`src/rtl/input_buffer.sv`:
```
// Packs 32-bit AXI4-S beats (lane 0 first) into 128-bit words in a FWFT FIFO; word visible the cycle after its closing beat.
// Backpressure: s_axis_ready is registered state only (ready_en && not full); a pop re-opens it after that edge.
module input_buffer #(
  parameter int DEPTH = 2
) (
  input  logic                     axi_clk,
  input  logic                     axi_rst_n,
  input  logic                     s_axis_valid,
  input  logic [31:0]              s_axis_data,
  input  logic                     s_axis_last,
  output logic                     s_axis_ready,
  output logic                     read_valid,
  output logic [127:0]             read_data,
  output logic                     read_partial,
  input  logic                     read_en,
  output logic [$clog2(DEPTH):0]   word_count
);

  localparam int AW = $clog2(DEPTH);
  localparam int CW = AW + 1;
  localparam logic [CW-1:0] FULL_CNT = CW'(DEPTH);

  logic              r_ready_en;
  logic [1:0]        r_lane;
  logic [95:0]       r_asm;
  logic [127:0]      r_mem  [DEPTH];
  logic              r_part [DEPTH];
  logic [AW-1:0]     r_wptr;
  logic [AW-1:0]     r_rptr;
  logic [CW-1:0]     r_count;

  logic              w_accept;
  logic              w_close;
  logic              w_pop;
  logic [127:0]      w_word;

  assign s_axis_ready = r_ready_en && (r_count != FULL_CNT);
  assign w_accept     = s_axis_valid && s_axis_ready;
  assign w_close      = w_accept && ((r_lane == 2'd3) || s_axis_last);
  assign w_pop        = read_en && (r_count != '0);

  assign read_valid   = (r_count != '0);
  assign read_data    = r_mem[r_rptr];
  assign read_partial = r_part[r_rptr];
  assign word_count   = r_count;

  // Closing beat goes into its own lane; lanes above it are zero-padded.
  always_comb begin
    w_word = '0;
    case (r_lane)
      2'd0:    w_word = {96'b0, s_axis_data};
      2'd1:    w_word = {64'b0, s_axis_data, r_asm[31:0]};
      2'd2:    w_word = {32'b0, s_axis_data, r_asm[63:0]};
      default: w_word = {s_axis_data, r_asm};
    endcase
  end

  always_ff @(posedge axi_clk or negedge axi_rst_n) begin
    if (!axi_rst_n) begin
      r_ready_en <= 1'b0;
      r_lane     <= 2'd0;
      r_asm      <= '0;
      r_wptr     <= '0;
      r_rptr     <= '0;
      r_count    <= '0;
      for (int i = 0; i < DEPTH; i++) begin
        r_mem[i]  <= '0;
        r_part[i] <= 1'b0;
      end
    end else begin
      r_ready_en <= 1'b1;
      if (w_accept) begin
        if (w_close) begin
          r_mem[r_wptr]  <= w_word;
          r_part[r_wptr] <= (r_lane != 2'd3);
          r_wptr         <= r_wptr + 1'b1;
          r_lane         <= 2'd0;
        end else begin
          r_lane <= r_lane + 1'b1;
          case (r_lane)
            2'd0:    r_asm[31:0]  <= s_axis_data;
            2'd1:    r_asm[63:32] <= s_axis_data;
            default: r_asm[95:64] <= s_axis_data;
          endcase
        end
      end
      if (w_pop) begin
        r_rptr <= r_rptr + 1'b1;
      end
      if (w_close && !w_pop) begin
        r_count <= r_count + 1'b1;
      end else if (!w_close && w_pop) begin
        r_count <= r_count - 1'b1;
      end
    end
  end

endmodule
```
`config.mk`:
```
export PLATFORM = sky130hd
export DESIGN_NAME = input_buffer
export DESIGN_NICKNAME = d
export VERILOG_FILES = /design/src/rtl/input_buffer.sv
export SDC_FILE = /design/constraint.sdc
export NUM_CORES = 1
export LEC_CHECK = 0
export BUFFER_PORTS_ARGS = -buffer_cell sky130_fd_sc_hd__buf_2
export CAP_MARGIN = 30
export CORE_ASPECT_RATIO = 1.2
export CORE_UTILIZATION = 30
export CTS_CLUSTER_DIAMETER = 50
export DETAILED_ROUTE_END_ITERATION = 7
export PLACE_DENSITY = 0.59
export SLEW_MARGIN = 5
export SYNTH_ARGS = -nofsm -noshare
export SYNTH_HDL_FRONTEND = slang
export SYNTH_SLANG_ARGS = --single-unit
```
`constraint.sdc`:
```
create_clock -name axi_clk -period 2.05 [get_ports axi_clk]
set_input_delay 0.41 -clock axi_clk [delete_from_list [all_inputs] [get_ports axi_clk]]
set_output_delay 0.41 -clock axi_clk [all_outputs]
set_load 0.005 [all_outputs]
```
==> results.sh <==
export IMPL_outcome="finished with violations"
export IMPL_violations="setup timing"
export IMPL_critPathArrivalTime_ns=1.89
export IMPL_critPathCaptureType="output port"
export IMPL_stdcell_area_um2=20200
export IMPL_dr_pass1_iters=4
export IMPL_p_leak_nw=9.89
export IMPL_cts_root_buf="clkbuf_16"
export IMPL_fin_ws_ns=-0.255
export IMPL_fmax_ghz=0.434
export IMPL_pwr_density_cell_nw_per_um2=1500
export IMPL_drtIter0Drc=430
export IMPL_hold_violations=0
export IMPL_htreeDepth=2
export IMPL_synthXorXnorAreaFrac_pct=0.267
export IMPL_dp_slack_ns=-0.0149
export IMPL_io_buffer_count=169
export IMPL_synth_top_area_share_pct=55.2
export IMPL_finalClockSkew_ns=0.0128
export IMPL_postSynthCellCount=1162
export IMPL_synth_warnings=0
export IMPL_final_layout_size_suffix_gt1_share_pct=56.3
export IMPL_drv_cap=0
export IMPL_synth_cell_types=29
export IMPL_whs_ns=0.157
export IMPL_dieArea_um2=55500
export IMPL_grt_pass1_vias=10800
export IMPL_fin_crit_sh_pct=112
export IMPL_syn_nets=1204
export IMPL_cts_clk_slew_worst_paths_ns=0.05
export IMPL_setup_violations_final=129
export IMPL_rows=93
export IMPL_synth_mux_area_share_pct=33.2
export IMPL_swShare_pct=30.9
export IMPL_yosys_area_share_simple_pct=3.46
export IMPL_fillers=5162
export IMPL_period_needed_ns=2.30
export IMPL_synth_compound_area_share_pct=4.59
export IMPL_core_um2=53800
export IMPL_hp_class="input port to register"
export IMPL_ys_seq_area_share_pct=55.2
export IMPL_power_frac_clock_pct=24.6
export IMPL_dpl_hpwl_um=26500
export IMPL_post_place_cells=2005
export IMPL_synth_top_family_by_area="multiplexers"
export IMPL_grt_usage_pct=15.4
export IMPL_wire_per_inst_um=20.2
export IMPL_drc=0
export IMPL_startpoint_type="register"
export IMPL_clockBufferDepth=3
export IMPL_clock_sink_count=361
export IMPL_yosys_area_share_adder_pct=0.382
export IMPL_wirelength_um=42400
export IMPL_initial_core_util_pct=30.5
export IMPL_power_share_sequential_pct=37.1
export IMPL_grt_overflow=0
export IMPL_antenna_found_initial=3
export IMPL_synth_top_cells_by_area="dfrtp_1, mux2_2, a22o_1"
export IMPL_setup_tns_ns=-26.07
export IMPL_grt_max_degree=76
export IMPL_relSlewSlack_pct=65.5
export IMPL_p_sw_mw=9.40
export IMPL_critical_path_class="register to output port"
export IMPL_ios=170
export IMPL_slew_violations=0
export IMPL_grt_pass1_wl_um=65800
export IMPL_layoutNonFillerInstCount=2098
export IMPL_ys_ff_latch=361
export IMPL_p_comb_share_pct=38.3
export IMPL_intPower_mw=21.0
export IMPL_critPathMaxFanout=15
export IMPL_rsz0062_at_grt="true"
export IMPL_nets=1395
export IMPL_ir_drop_mv=0.677
export IMPL_die_w_um=215
export IMPL_total_power_mw=30.4
export IMPL_syn_to_final_growth_pct=23.6
export IMPL_utilization_pct=37.7
export IMPL_cts_buffers=41
export IMPL_syn_mean_instance_area_um2=14.1
export IMPL_cp_data_required_time_ns=1.64
export IMPL_yosys_area_top_type="dfrtp_1"
export IMPL_cts_tree="yes"
export IMPL_placed_cell_area_um2=18300
export IMPL_worst_slew_pin_slew_ns=0.516
export IMPL_insertion_delay_ns=0.56
export IMPL_globalplace_congestion=0.717
export IMPL_die_y_um=258
export IMPL_viasPerCell=4.79
export IMPL_vias=10000
export IMPL_synth_area_um2=16400
export IMPL_antenna_left=0
power by group through the flow:
stage                     Combinational [mW]  Clock, mW  Sequential [mW]
after floorplan                         6.75          0             10.9
after global placement                  10.3          0             11.2
after detailed placement                10.6          0             11.4
after CTS                               11.4       7.74             11.3
after global routing                    12.6       8.01             11.7
final                                   11.6       7.50             11.3
routing by layer:
metal  vias to the layer above  wire, µm  global-route usage (%)
li1                       4571         -                       -
met1                      5244     18600                    20.0
met2                       170     21200                    26.1
met3                        53      1910                    2.94
met4                         4       702                    4.02
met5                         -        27                       0
area by class of cell:
| class | instances | area, µm² | share of cell area (%) |
|---|---|---|---|
| Inverter | 5 | 18.8 | 0.0927 |
| Timing Repair Buffer | 233 | 1930 | 9.53 |
| Multi-Input combinational cell | 711 | 6980 | 34.5 |
| Antenna cell | 1 | 2.50 | 0.0124 |
| Tap cell | 712 | 891 | 4.40 |
| Clock inverter | 13 | 143 | 0.704 |
| Sequential cell | 361 | 9040 | 44.6 |
| Clock buffer | 62 | 1250 | 6.16 |
state kept, by name, indices dropped and copies added, names as in the netlist:
name,cells
r_asm,96
r_lane,2
word_count,2
r_mem,256
r_rptr,1
r_ready_en,1
r_part,2
r_wptr,1
worst max-delay path: stages, from the launching register on:
cell and delay [ns]:
dfrtp_4 0.46, buf_4 0.20, buf_16 0.18, mux2_2 0.37, buf_2 0.13
synthesized netlist by cell type:
cell type / n
or3_1: 1
nand2_1: 66
nand4b_1: 1
buf_6: 12
o21ba_2: 1
buf_1: 4
or2_2: 2
mux2i_1: 2
xor2_1: 2
nor2_1: 3
nor2b_1: 2
inv_1: 5
buf_2: 42
o21a_1: 1
nand4_1: 5
a22o_1: 65
and2_1: 33
clkbuf_1: 27
o21ai_0: 33
ha_1: 5
and3_1: 1
mux2_2: 472
conb_1: 1
nor3b_2: 1
mux2_1: 9
nand3_1: 1
xnor2_1: 3
dfrtp_1: 361
nand2b_1: 1
layout by cell type (no fill, tap or decap), drive strengths merged:
master / instances
a22o: 65
conb: 1
dlygate4sd3: 1
and3: 1
diode: 1
and2: 33
nand2: 66
inv: 10
o21a: 1
nor2: 3
clkbuf: 64
nand4: 5
or3: 1
dfrtp: 361
nor2b: 2
bufinv: 2
nand2b: 1
xor2: 2
ha: 5
nand3: 1
buf: 230
mux2: 481
xnor2: 3
clkinv: 5
nor3b: 1
mux2i: 2
or2: 2
o21ai: 33
nand4b: 1
o21ba: 1
clkinvlp: 1
cells by family (layout without fill, tap and decap cells):
| family | count (synthesis) | after routing |
|---|---|---|
| other | 1 | 2 |
| flip-flops | 361 | 361 |
| multiplexers | 483 | 483 |
| XOR/XNOR | 5 | 5 |
| adder cells (fa/ha/maj) | 5 | 5 |
| buffers and inverters | 90 | 313 |
| AO/OA/AOI/OAI | 100 | 100 |
| AND/OR/NAND/NOR | 117 | 117 |
worst paths after layout:
| check | cells past startpoint | slack [ns] | start | to |
|---|---|---|---|---|
| min reg2reg | 1 | 0.48 | r_mem[122] | r_mem[122] |
| max reg2reg | 6 | 0.08 | r_lane[1] | r_mem[253] |
| max | 4 | -0.25 | r_rptr | read_data[15] |
| min in group asynchronous | 2 | 0.33 | axi_rst_n | r_mem[97] |
| min | 3 | 0.16 | read_en | r_rptr |
| max in group asynchronous | 3 | 0.97 | axi_rst_n | r_mem[241] |
what timing repair did:
item / CTS / global route
buffers inserted: 9 / 1
endpoints found under the hold margin: 25 / 0
resized for setup: 15 / 41
hold buffers: 1 / 0
setup endpoints to repair: 172 / 215
cloned: 4 / 2
No activity file was read; power rests on OpenSTA's default activity.
